### config.mk
export PLATFORM = sky130hd
export DESIGN_NAME = hockey_match_ctrl_flat
export DESIGN_NICKNAME = d
export VERILOG_FILES = /design/src/rtl/hockey_pkg.sv /design/src/rtl/hockey_match_ctrl_if.sv /design/src/rtl/hockey_phase_timer.sv /design/src/rtl/hockey_match_ctrl.sv /design/src/flat_wrapper.sv
export SDC_FILE = /design/constraint.sdc
export NUM_CORES = 1
export LEC_CHECK = 0
export ABC_AREA = 1
export BUFFER_PORTS_ARGS = -buffer_cell sky130_fd_sc_hd__buf_2
export CAP_MARGIN = 20
export CORE_MARGIN = 1.5
export CORE_UTILIZATION = 35
export DETAILED_ROUTE_END_ITERATION = 8
export GPL_ROUTABILITY_DRIVEN = 0
export PLACE_DENSITY = 0.57
export RECOVER_POWER = 25
export SKIP_CTS_REPAIR_TIMING = 1
export SYNTH_ARGS = -nofsm -noshare
export SYNTH_HDL_FRONTEND = slang
export SYNTH_SLANG_ARGS = --single-unit
export TNS_END_PERCENT = 5
### constraint.sdc
create_clock -name clk -period 4.1 [get_ports clk]
set_input_delay 0.205 -clock clk [delete_from_list [all_inputs] [get_ports clk]]
set_output_delay 0.205 -clock clk [all_outputs]
set_load 0.005 [all_outputs]
### src/rtl/hockey_pkg.sv
// Shared types and constants for the hockey match controller.
package hockey_pkg;

    // Phase codes; the numeric values are visible on the phase output.
    typedef enum logic [2:0] {
        StIdle  = 3'd0,
        StDisp  = 3'd1,
        StServe = 3'd2,
        StPlay  = 3'd3,
        StGoal  = 3'd4,
        StOver  = 3'd5
    } phase_e;

    localparam logic SIDE_A = 1'b0;
    localparam logic SIDE_B = 1'b1;

    // Increment a score, holding it once it reaches the limit.
    function automatic logic [1:0] sat_inc(input logic [1:0] v, input logic [1:0] lim);
        return (v < lim) ? v + 2'd1 : v;
    endfunction

endpackage

### src/rtl/hockey_match_ctrl_if.sv
// Button, puck-engine and scoreboard signals of the match controller.
interface hockey_match_ctrl_if;
    import hockey_pkg::*;

    logic       btn_a;
    logic       btn_b;
    logic       eng_ready;
    logic       eng_done;
    logic       eng_winner;
    logic       serve_go;
    logic       serve_side;
    logic [1:0] score_a;
    logic [1:0] score_b;
    phase_e     phase;
    logic       match_over;
    logic       winner;

    // Environment side: buttons and engine drive, scoreboard observes.
    modport master (
        output btn_a, btn_b, eng_ready, eng_done, eng_winner,
        input  serve_go, serve_side, score_a, score_b, phase, match_over, winner
    );

    // Controller side.
    modport slave (
        input  btn_a, btn_b, eng_ready, eng_done, eng_winner,
        output serve_go, serve_side, score_a, score_b, phase, match_over, winner
    );

endinterface

### src/rtl/hockey_phase_timer.sv
// 8-bit loadable down-counter timing the DISP and GOAL phases.
module hockey_phase_timer (
    input  logic       clk,
    input  logic       rst,
    input  logic       i_load,
    input  logic [7:0] i_load_val,
    input  logic       i_en,
    output logic       o_tc
);

    logic [7:0] r_cnt;

    // Load takes priority; counting stops at zero.
    always_ff @(posedge clk or posedge rst) begin
        if (rst) begin
            r_cnt <= 8'd0;
        end else if (i_load) begin
            r_cnt <= i_load_val;
        end else if (i_en && (r_cnt != 8'd0)) begin
            r_cnt <= r_cnt - 8'd1;
        end
    end

    assign o_tc = (r_cnt == 8'd0);

endmodule

### src/rtl/hockey_match_ctrl.sv
// Match sequencer: serve selection, display/goal pauses, scoring and match end.
module hockey_match_ctrl
    import hockey_pkg::*;
#(
    parameter int unsigned WIN_SCORE   = 3,
    parameter int unsigned DISP_CYCLES = 2,
    parameter int unsigned GOAL_CYCLES = 2
) (
    input  logic              clk,
    input  logic              rst,
    hockey_match_ctrl_if.slave io_bus
);

    localparam logic [1:0] WinScore = 2'(WIN_SCORE);
    // Timer is loaded with N-1 on entry so the phase lasts exactly N cycles.
    localparam logic [7:0] DispLoad = 8'(DISP_CYCLES - 1);
    localparam logic [7:0] GoalLoad = 8'(GOAL_CYCLES - 1);

    phase_e     r_state, w_state;
    logic       r_side, w_side;
    logic       r_go, w_go;
    logic [1:0] r_score_a, w_score_a;
    logic [1:0] r_score_b, w_score_b;
    logic       r_over, w_over;
    logic       r_winner, w_winner;

    logic       w_tmr_load;
    logic [7:0] w_tmr_val;
    logic       w_tmr_en;
    logic       w_tmr_tc;

    hockey_phase_timer u_timer (
        .clk        (clk),
        .rst        (rst),
        .i_load     (w_tmr_load),
        .i_load_val (w_tmr_val),
        .i_en       (w_tmr_en),
        .o_tc       (w_tmr_tc)
    );

    // Next-state, score and timer control.
    always_comb begin
        w_state    = r_state;
        w_side     = r_side;
        w_go       = 1'b0;
        w_score_a  = r_score_a;
        w_score_b  = r_score_b;
        w_over     = r_over;
        w_winner   = r_winner;
        w_tmr_load = 1'b0;
        w_tmr_val  = 8'd0;
        w_tmr_en   = 1'b0;

        case (r_state)
            StIdle: begin
                if (io_bus.btn_a ^ io_bus.btn_b) begin
                    w_state    = StDisp;
                    w_side     = io_bus.btn_b ? SIDE_B : SIDE_A;
                    w_tmr_load = 1'b1;
                    w_tmr_val  = DispLoad;
                end
            end
            StDisp: begin
                if (w_tmr_tc) begin
                    w_state = StServe;
                end else begin
                    w_tmr_en = 1'b1;
                end
            end
            StServe: begin
                if (io_bus.eng_ready) begin
                    w_go    = 1'b1;
                    w_state = StPlay;
                end
            end
            StPlay: begin
                if (io_bus.eng_done) begin
                    if (io_bus.eng_winner == SIDE_B) begin
                        w_score_b = sat_inc(r_score_b, WinScore);
                    end else begin
                        w_score_a = sat_inc(r_score_a, WinScore);
                    end
                    // The player who conceded serves next.
                    w_side     = ~io_bus.eng_winner;
                    w_state    = StGoal;
                    w_tmr_load = 1'b1;
                    w_tmr_val  = GoalLoad;
                end
            end
            StGoal: begin
                if (w_tmr_tc) begin
                    if ((r_score_a == WinScore) || (r_score_b == WinScore)) begin
                        w_state  = StOver;
                        w_over   = 1'b1;
                        w_winner = (r_score_b == WinScore) ? SIDE_B : SIDE_A;
                    end else begin
                        w_state = StServe;
                    end
                end else begin
                    w_tmr_en = 1'b1;
                end
            end
            StOver: begin
                w_state = StOver;
            end
            default: begin
                w_state = StIdle;
            end
        endcase
    end

    // State and registered outputs.
    always_ff @(posedge clk or posedge rst) begin
        if (rst) begin
            r_state   <= StIdle;
            r_side    <= SIDE_A;
            r_go      <= 1'b0;
            r_score_a <= 2'd0;
            r_score_b <= 2'd0;
            r_over    <= 1'b0;
            r_winner  <= SIDE_A;
        end else begin
            r_state   <= w_state;
            r_side    <= w_side;
            r_go      <= w_go;
            r_score_a <= w_score_a;
            r_score_b <= w_score_b;
            r_over    <= w_over;
            r_winner  <= w_winner;
        end
    end

    assign io_bus.phase      = r_state;
    assign io_bus.serve_side = r_side;
    assign io_bus.serve_go   = r_go;
    assign io_bus.score_a    = r_score_a;
    assign io_bus.score_b    = r_score_b;
    assign io_bus.match_over = r_over;
    assign io_bus.winner     = r_winner;

endmodule

### src/flat_wrapper.sv
// flat-port wrapper written by rule: the top's interface ports become plain ports
module hockey_match_ctrl_flat import hockey_pkg::*;
#(
    parameter int unsigned WIN_SCORE   = 3,
    parameter int unsigned DISP_CYCLES = 2,
    parameter int unsigned GOAL_CYCLES = 2
)
  (clk, rst, io_bus_btn_a, io_bus_btn_b, io_bus_eng_ready, io_bus_eng_done, io_bus_eng_winner, io_bus_serve_go, io_bus_serve_side, io_bus_score_a, io_bus_score_b, io_bus_phase, io_bus_match_over, io_bus_winner);
  hockey_match_ctrl_if io_bus_i ();
  input  logic clk;
  input  logic rst;
  input wire logic [$bits(io_bus_i.btn_a)-1:0] io_bus_btn_a;
  input wire logic [$bits(io_bus_i.btn_b)-1:0] io_bus_btn_b;
  input wire logic [$bits(io_bus_i.eng_ready)-1:0] io_bus_eng_ready;
  input wire logic [$bits(io_bus_i.eng_done)-1:0] io_bus_eng_done;
  input wire logic [$bits(io_bus_i.eng_winner)-1:0] io_bus_eng_winner;
  output wire logic [$bits(io_bus_i.serve_go)-1:0] io_bus_serve_go;
  output wire logic [$bits(io_bus_i.serve_side)-1:0] io_bus_serve_side;
  output wire logic [$bits(io_bus_i.score_a)-1:0] io_bus_score_a;
  output wire logic [$bits(io_bus_i.score_b)-1:0] io_bus_score_b;
  output wire logic [$bits(io_bus_i.phase)-1:0] io_bus_phase;
  output wire logic [$bits(io_bus_i.match_over)-1:0] io_bus_match_over;
  output wire logic [$bits(io_bus_i.winner)-1:0] io_bus_winner;
  assign io_bus_i.btn_a = io_bus_btn_a;
  assign io_bus_i.btn_b = io_bus_btn_b;
  assign io_bus_i.eng_ready = io_bus_eng_ready;
  assign io_bus_i.eng_done = io_bus_eng_done;
  assign io_bus_i.eng_winner = io_bus_eng_winner;
  assign io_bus_serve_go = io_bus_i.serve_go;
  assign io_bus_serve_side = io_bus_i.serve_side;
  assign io_bus_score_a = io_bus_i.score_a;
  assign io_bus_score_b = io_bus_i.score_b;
  assign io_bus_phase = io_bus_i.phase;
  assign io_bus_match_over = io_bus_i.match_over;
  assign io_bus_winner = io_bus_i.winner;
  hockey_match_ctrl #(.WIN_SCORE(WIN_SCORE), .DISP_CYCLES(DISP_CYCLES), .GOAL_CYCLES(GOAL_CYCLES)) u_core (.clk(clk), .rst(rst), .io_bus(io_bus_i));
endmodule
=== Word-level counts from Yosys, hierarchy flattened ===
Index checks and enable logic that the tools add are counted.

* Eq/ne operators: 12
* Multiplexer cells: 24
* Add/sub/neg operators: 3
* Bitwise logic cells: 2
* Reductions and logical operators: 13
* Magnitude comparators: 2

{| class="wikitable"
|+ Operators by type and width
! operator !! count
|-
| 3-bit 2-to-1 mux || 6
|-
| 3-bit case mux with 6 select lines || 1
|-
| 8-bit 2-to-1 mux || 2
|-
| 8-bit case mux with 2 select lines || 1
|-
| 1-bit 2-to-1 mux || 12
|-
| 8-bit logical NOT || 1
|-
| 2-bit inequality test, second input constant || 4
|-
| 4-bit AND reduction || 2
|-
| 8-bit nonzero test || 1
|-
| 8-bit by 1-bit subtractor with 8-bit output, second input constant || 1
|-
| 3-bit by 2-bit == test with 1-bit output, second input constant || 2
|-
| 3-bit == test, second input constant || 2
|-
| 3-bit AND reduction || 2
|-
| 5-bit AND reduction || 1
|-
| 2-bit by 1-bit adder with 2-bit output, second input constant || 2
|-
| 2-bit == test, second input constant || 2
|-
| 2-bit < comparator, second input constant || 2
|-
| 1-bit case mux with 2 select lines || 2
|-
| 2-bit nonzero test || 2
|-
| 3-bit by 1-bit == test with 1-bit output, second input constant || 1
|-
| 3-bit logical NOT || 1
|-
| 2-bit by 1-bit inequality test with 1-bit output, second input constant || 1
|-
| 2-bit OR reduction || 1
|-
| 1-bit logical AND || 1
|-
| 3 further kinds || 3
|}

* Flip-flop bits (word level): 19
* Word-level logic and storage cells: 64
* Output and inout bits: 11
* Input port bits: 7

=== Logic depth before layout (Yosys ltp) ===
Gate-level depths: netlist of run 1.

* Word-level depth: 6
* Mapped depth: 10
* Depth with buffers taken out: 9

=== Hierarchy ===
A second synthesis of run 1 with hierarchy kept.

* Cells, all modules: 177
* Area total of the unflattened synthesis: 1318.8 um^2

{| class="wikitable"
|+ By module, submodules not included
! module !! area an instance (um^2) !! cells each !! times used !! sequential area each (um^2)
|-
| hockey_match_ctrl || 685.7 || 86 || 1 || 275.3
|-
| hockey_phase_timer || 633.1 || 91 || 1 || 200.2
|}

=== Worst setup path before layout of run 1 ===
OpenSTA, ideal clock, no wires.

* Path type: register to register
* Start: register u_core.u_timer.r_cnt[0]
* End: register u_core.r_state[0], in the netlist u_core.io_bus.phase[0]
* Buffers on the path: 1
* Cell stages (with the launch flop): 10
* Slack: 2.763 ns
* Data arrival time: 1.271 ns
* Library setup time: 0.066 ns
* Path through: dfrtp_1 inv_1 ha_1 nand2_1 nor2_1 nand2_2 nand2_4 buf_6 nand4_1 nand2_1

* Cells in the longest elaborated chain, start to end: 3
* Elaborated cells on any way between the ends: 4

{| class="wikitable"
|+ Ends and longest elaborated chain
! element !! RTL line !! source
|-
| start, declared || hockey_phase_timer.sv:11 || <nowiki>logic [7:0] r_cnt;</nowiki>
|-
| start signal, assigned || hockey_phase_timer.sv:18 || <nowiki>r_cnt <= i_load_val;</nowiki>
|-
| start signal, assigned || hockey_phase_timer.sv:20 || <nowiki>r_cnt <= r_cnt - 8'd1;</nowiki>
|-
| 8-bit logical NOT (*) || hockey_phase_timer.sv:24 || <nowiki>assign o_tc = (r_cnt == 8'd0);</nowiki>
|-
| 2-bit inequality test (no source line) || -- ||
|-
| 5-bit AND reduction (no source line) (*) || -- ||
|-
| end signal, assigned || hockey_match_ctrl.sv:115 || <nowiki>r_state <= StIdle;</nowiki>
|-
| end signal, assigned || hockey_match_ctrl.sv:123 || <nowiki>r_state <= w_state;</nowiki>
|-
| end, declared || hockey_match_ctrl.sv:19 || <nowiki>phase_e r_state, w_state;</nowiki>
|}

Every way passes the cells marked *; elsewhere a longest branch is shown, timed or not.
A chain may end at the register's enable or synchronous reset.

=== Final worst setup path of run 1 ===
* Start: register u_core.u_timer.r_cnt[0]
* End: register u_core.r_state[1], in the netlist u_core.io_bus.phase[1]

The elaborated chain is that of the path after synthesis.

==> reports/metrics.csv, run 1 <==
metric,value,unit
status,finished clean,
multi_input_area,578,sq um
hold_path.class,in -> async,
root_buffer,clkbuf_4,
ff_latch_area,475,sq um
fin_cells,220,
die_x,60.4,um
critPathTopFamily,simple AND/OR/NAND/NOR gates,
max_freq,656,MHz
cp-end-kind,register,
syn_inst,157,
reg2reg_depth,9,
clkTransAtPathRegs,110,ps
start_util,0.374,
worst_slew_pin_slew,732,ps
grt_max_degree,20,
drc_errors,0,
die_h,60.4,um
first_global_vias,906,
cts_tree,built,
critical_path_class,reg -> reg,
power.leakage,0.723,nW
ys.warnings.count,0,
syn2layout_area_growth,13.2,%
crit_fanout,14,
die_area,3640,sq um
first_pass_iters,4,
clock_skew,1.74,ps
antennaDiodeCount,0,
synthMuxAreaShare,0,
port_buffers,17,
synth_top_family_by_area,simple AND/OR/NAND/NOR gates,
irDropWorstVdd,98.5,uV
dp.cells,216,
wirelength,2300,um
drt-initial-drc-count,44,
clk_path_buf_depth,2,
ios,18,
antenna_found_initial,0,
drive_gt1_frac,0.205,
clkLatencyLatePin,300,ps
period_minus_slack,1530,ps
dp_hpwl,1810,um
startpoint_type,register,
rr_endpoint,u_core.io_bus.phase[1]$_DFFE_PP0P_,
r2r-start,u_core.u_timer.r_cnt[0]$_DFFE_PP0P_,
detail-route-antenna-nets,0,
yosysSeqAreaShare,0.413,
synth.avg_cell_area,7.33,sq um
grt_usage,0.144,
ys_types,20,
clock_sinks,19,
core,3080,sq um
ys_ff_latch,19,
numCtsBuffers,3,
crit_chain,inv_1 > ha_1 > nand2_1 > nor2_1 > nand2_2 > nand2_4 > nand3_1 > nand2_1 > nand2_1,
slowest_delay,410,ps
via_count,1017,
grt_remaining_overflow,0,
finalCritPeriodShare,0.372,
reg2reg_slack,2570,ps
final_max_slew_viol_count,0,
fin_setup_tns,0,ps
post_drt_wl_per_cell,10.5,um
crit_required,4300,ps
num_rows,20,
synth_fa_ha_area_frac,0.0435,
finalHoldViolCount,0,
power.density,224,nW/um^2
final_nets,188,
drv_cap,0,
synth-xor-area-share,0.0380,
synth-simple-area-share,0.395,
n_fill_cell,330,
cpMostUsedCell,nand2_1,
synth-compound-area-share,0.0261,
rsz0062_at_grt,no,
avgViaCountPerCell,4.62,
cp.arrival,1720,ps
setup_viol,0,
htreeDepth,1,
slew_headroom,0.512,
postLayoutCellArea,1300,sq um
path_buf_inv,1,
synth_fp_nets,168,
postPlaceCellArea,1270,sq um
synth_area,1150,sq um
crit_slowest_cell,dfrtp_1,
grt_first_pass_wirelength,3920,um
==> flip-flops by register name, indices dropped and copies added, names as in the netlist <==
name	cells
u_core.io_bus.phase	3
u_core.io_bus.winner	1
u_core.io_bus.score_b	2
u_core.io_bus.serve_side	1
u_core.u_timer.r_cnt	8
u_core.io_bus.score_a	2
u_core.io_bus.serve_go	1
u_core.io_bus.match_over	1
==> worst max path at each step <==
stage	from	endpoint	slack, ps	cells after the start
3_3_place_gp	u_core.u_timer.r_cnt[0]$_DFFE_PP0P_	u_core.io_bus.phase[1]$_DFFE_PP0P_	2650	9
2_1_floorplan	u_core.u_timer.r_cnt[0]$_DFFE_PP0P_	u_core.io_bus.phase[0]$_DFFE_PP0P_	2760	9
4_1_cts	u_core.u_timer.r_cnt[0]$_DFFE_PP0P_	u_core.io_bus.phase[1]$_DFFE_PP0P_	2570	9
5_1_grt	u_core.u_timer.r_cnt[0]$_DFFE_PP0P_	u_core.u_timer.r_cnt[4]$_DFFE_PP0P_	2410	9
3_5_place_dp	u_core.u_timer.r_cnt[0]$_DFFE_PP0P_	u_core.io_bus.phase[1]$_DFFE_PP0P_	2580	9
6_report	u_core.u_timer.r_cnt[0]$_DFFE_PP0P_	u_core.io_bus.phase[1]$_DFFE_PP0P_	2570	9
==> cell usage after synthesis <==
master,instances,area [sq um]
ha_1,4,50.1
o21ai_1,3,15.0
nand2_4,2,22.5
inv_1,16,60.1
nor2_1,18,67.6
nand2_2,5,31.3
o21ai_0,2,10.0
xor2_1,3,26.3
nand2_1,45,169
dfrtp_1,19,475
xnor2_1,2,17.5
nand3_1,19,95.1
clkinv_1,1,3.75
buf_6,1,11.3
nor2_2,4,25.0
inv_4,1,6.26
nand4_1,7,43.8
buf_2,1,5.00
a21oi_1,1,5.00
inv_2,3,11.3
==> per-layer routing <==
metal | track usage | vias up | wire [um]
li1 | - | 533 | -
met1 | 0.196 | 467 | 1120
met2 | 0.222 | 15 | 1080
met3 | 0.0256 | 2 | 71
met4 | 0.0667 | 0 | 19
met5 | 0 | - | 0
==> layout make-up <==
class	count	area share
inverter	21	0.0624
sequential	19	0.365
tap	44	0.0423
multi-input combinational	115	0.444
clock buffer	3	0.0173
timing repair buffer	17	0.0653
clock inverter	1	0.00384
==> stage by stage <==
step	hold slack, ps	setup slack [ps]	power [mW]	utilization
2_1_floorplan	156	2760	0.196	-
3_3_place_gp	366	2650	0.201	0.414
4_1_cts	39.8	2570	0.297	0.423
6_report	12.8	2570	0.291	0.423
5_1_grt	63.5	2410	0.306	0.423
3_5_place_dp	373	2580	0.201	0.414
==> placed cells by master, fill, tap and decap left out, types with 3 or more instances in the layout <==
| cell type | Yosys | layout |
|---|---|---|
| nand2_1 | 45 | 45 |
| nand3_1 | 19 | 19 |
| dfrtp_1 | 19 | 19 |
| nor2_1 | 18 | 18 |
| buf_2 | 1 | 17 |
| inv_1 | 16 | 16 |
| nand4_1 | 7 | 7 |
| nand2_2 | 5 | 5 |
| nor2_2 | 4 | 4 |
| ha_1 | 4 | 4 |
| inv_2 | 3 | 3 |
| xor2_1 | 3 | 3 |
| o21ai_1 | 3 | 3 |
| clkbuf_4 | 0 | 3 |
==> cells by family after synthesis <==
logic type / after synthesis
AND/OR/NAND/NOR: 100
buffers and inverters: 23
flip-flops: 19
AO/OA/AOI/OAI: 6
XOR/XNOR: 5
adder cells (fa/ha/maj): 4
==> worst reg2reg max path: stages (launching register included) <==
cell and delay (ps):
dfrtp_1 410, inv_1 130, ha_1 160, nand2_1 50
nor2_1 140, nand2_2 130, nand2_4 170, nand3_1 120
nand2_1 70, nand2_1 50
==> where the power goes <==
group / switching (mW) / internal [mW] / leakage (nW)
clock: 0.0579 / 0.0363 / 0.0177
sequential: 0 / 0.187 / 0.241
combinational: 0.00675 / 0.00294 / 0.465
Note: power is estimated with default switching activity, not from simulation.
==> run 2: changes to the inputs <==
ABC_AREA = 0   (was 1)
PLACE_DENSITY = 0.59   (was 0.57)
clock period = 1.2 ns   (was 4.1 ns; I/O delays follow)
==> run 2 against run 1 <==
  * Hold slack better by 140 ps
  * Routed wire length up 4.2%
  * Synthesized area down 7.6%
  * The flow now finishes with violations (negative setup slack)
  * Clock power rose to 3.4 times the previous value
  * Clock skew up 3.6 ps
  * Total power rose to 13 times the previous value
  * Global-route usage up 1.5 points
  * First-iteration DRC count down 61%
  * Cell count down 15%
  * Clock-buffer cell count up 1
  * Sequential power rose to 5.3 times the previous value
  * Non-clock buffer count up 36
==> reports/metrics.csv, run 2 <==
metric,value,unit,change
power.leakage,0.742,nW,+2.6%
grt_usage,0.159,,+0.0154
slew_headroom,0.671,,+0.159
yosysSeqAreaShare,0.447,,+0.0340
power_switching,1.41,mW,+2100%
core,2830,sq um,-8.1%
cp.depth,4,,-5
dp.cells,182,,-16%
slowest_delay,610,ps,+200 ps
synth_area,1060,sq um,-7.6%
setup_viol,18,,+18
hold_path.class,in -> reg,,
startpoint_type,register,,
crit_path_end,u_core.io_bus.phase[0]$_DFFE_PP0P_,,
synth_common_cells,"dfrtp_1 (19), nor2_1 (8), o21ai_0 (8)",,
cp.arrival,2140,ps,+420 ps
clkLatencyLatePin,290,ps,about the same
max_freq,513,MHz,-22%
finalCritPeriodShare,1.62,,+1.25
pwr-share-seq,0.271,,-0.372
async_flop_share,1.00,,unchanged
first_global_vias,985,,+8.7%
die_x,58.1,um,-3.7%
cts_tree,built,,
internal_power,2.26,mW,+900%
start_util,0.376,,+0.00196
period_minus_slack,1950,ps,+423 ps
numCtsBuffers,3,,unchanged
final_util,0.542,,+0.119
r2r-start,u_core.u_timer.r_cnt[4]$_DFFE_PP0P_,,
yosysMostFrequentCell,dfrtp_1,,
yosysTopAreaCell,dfrtp_1,,
drc_errors,0,,unchanged
critPathTopFamily,simple AND/OR/NAND/NOR gates,,
drv_cap,0,,unchanged
ys_ff_latch,19,,unchanged
synth_fp_nets,116,,-31%
grt_max_degree,20,,unchanged
rsz0062_at_grt,yes,,
syn2layout_area_growth,44.1,%,
worstSetupStartpoint,u_core.u_timer.r_cnt[4]$_DFFE_PP0P_,,
antenna_found_initial,0,,unchanged
synth_top_cells_by_area,"dfrtp_1 (45%), ha_1 (4.7%), o21ai_0 (3.8%)",,
drt-initial-drc-count,17,,-61%
fin_cells,188,,-15%
layout_common_cells,"buf_4 (32), dfrtp_1 (19), buf_2 (17)",,
violations,negative setup slack,,
final_max_slew_viol_count,0,,unchanged
clkTransAtPathRegs,110,ps,about the same
num_rows,19,,-5.0%
setup_slack,-748,ps,-3320 ps
critical_path_class,reg -> reg,,
clock_skew,5.38,ps,+3.64 ps
irDropWorstVdd,1100,uV,+1000%
top_register,u_core.u_timer.r_cnt,,
syn_inst,105,,-33%
drive_gt1_frac,0.484,,+0.280
status,"complete, but fails checks",,
synth-edff-count,0,,unchanged
htreeDepth,1,,unchanged
final_common_cell,buf_4,,
clock_power_share,0.088,,-0.236
clk_path_buf_depth,2,,unchanged
crit_slowest_cell,or4_4,,
rr_endpoint,u_core.io_bus.phase[0]$_DFFE_PP0P_,,
antennaDiodeCount,0,,unchanged
ys.flop_type,dfrtp_1,,
synth.avg_cell_area,10.1,sq um,+38%
finalHoldViolCount,0,,unchanged
p_comb_frac,0.641,,+0.608
ios,18,,unchanged
reg2reg_slack,-750,ps,-3320 ps
die_area,3380,sq um,-7.2%
root_buffer,clkbuf_4,,
grt_first_pass_wirelength,4260,um,+8.8%
first_pass_iters,4,,unchanged
ys.warnings.count,0,,unchanged
ys_types,38,,+90%
detail-route-antenna-nets,0,,unchanged
largest_register_ffs,8,,unchanged
die_h,58.1,um,-3.7%
grt_remaining_overflow,0,,unchanged
clock_sinks,19,,unchanged
switching_share,0.383,,+0.161
dp_hpwl,1760,um,-2.6%
path_buf_inv,0,,-1
wirelength,2400,um,+4.2%
post_drt_wl_per_cell,12.7,um,+22%
crit_fanout,9,,-5
synth_top_area_share,0.447,,+0.0340
via_count,993,,-2.4%
crit_chain,or4_4 > o211a_4 > or4b_1 > o211a_1,,
power.density,2390,nW/um^2,+970%
worst_slew_pin_slew,494,ps,-238 ps
port_buffers,17,,unchanged
crit_required,1390,ps,-2910 ps
cp-end-kind,register,,
final_nets,169,,-10%
avgViaCountPerCell,5.28,,+14%
reg2reg_depth,4,,-5
run 2: cells by family after synthesis:
kind of cell | share of synthesized area
AND/OR/NAND/NOR | 0.191
buffers and inverters | 0.0435
XOR/XNOR | 0.0494
adder cells (fa/ha/maj) | 0.0471
flip-flops | 0.447
multiplexers | 0.0318
AO/OA/AOI/OAI | 0.191
run 2: final cells by class:
cell class                      count  area, sq um
Clock buffer                        4         26.3
Tap cell                           31         38.8
Multi-Input combinational cell     76          612
Inverter                            5         18.8
Timing Repair Buffer               53          362
Fill cell                         254         1300
Sequential cell                    19          475
run 2: worst register-to-register path: stages, from the launching register on:
cell     delay [ps]
dfrtp_1         400
or4_4           610
o211a_4         260
or4b_1          450
o211a_1         130
run 2: metrics by stage:
stage	instance area (sq um)	setup slack [ps]	power [mW]	hold WS [ps]	setup TNS, ps
after global placement	1420	-723	3.06	99.5	-8590
after CTS	1440	-769	3.46	-228	-9530
after detailed placement	1420	-752	3.12	94.7	-8980
after floorplan	1080	-834	2.23	11.1	-8640
after global routing	1530	-854	3.98	157	-10620
final	1530	-748	3.67	148	-8900
run 2: worst min-delay path by stage:
stage	start	to	slack (ps)	cells past startpoint
after floorplan	rst	u_core.io_bus.match_over$_DFFE_PP0P_	10	1
after global placement	rst	u_core.io_bus.match_over$_DFFE_PP0P_	100	3
after detailed placement	rst	u_core.io_bus.match_over$_DFFE_PP0P_	90	3
after CTS	rst	u_core.u_timer.r_cnt[5]$_DFFE_PP0P_	-230	3
after global routing	io_bus_eng_winner	u_core.io_bus.score_a[1]$_DFFE_PP0P_	160	3
final	io_bus_btn_b	u_core.io_bus.serve_side$_DFFE_PP0P_	150	4
run 2: power by group through the flow:
stage                     Combinational (mW)  Clock (mW)  Sequential, mW
final                                   2.35       0.321           0.995
after floorplan                         1.17           0            1.06
after detailed placement                2.12           0            1.00
after global placement                  2.06           0           0.996
after global routing                    2.60       0.355            1.02
after CTS                               2.13       0.333           0.992
run 2: metal layers:
metal,part of all wire,vias up,GRT usage
met5,0,-,0
met4,0.0071,0,0.0498
met3,0.029,2,0.0223
met2,0.51,19,0.279
met1,0.45,480,0.201
li1,-,492,-
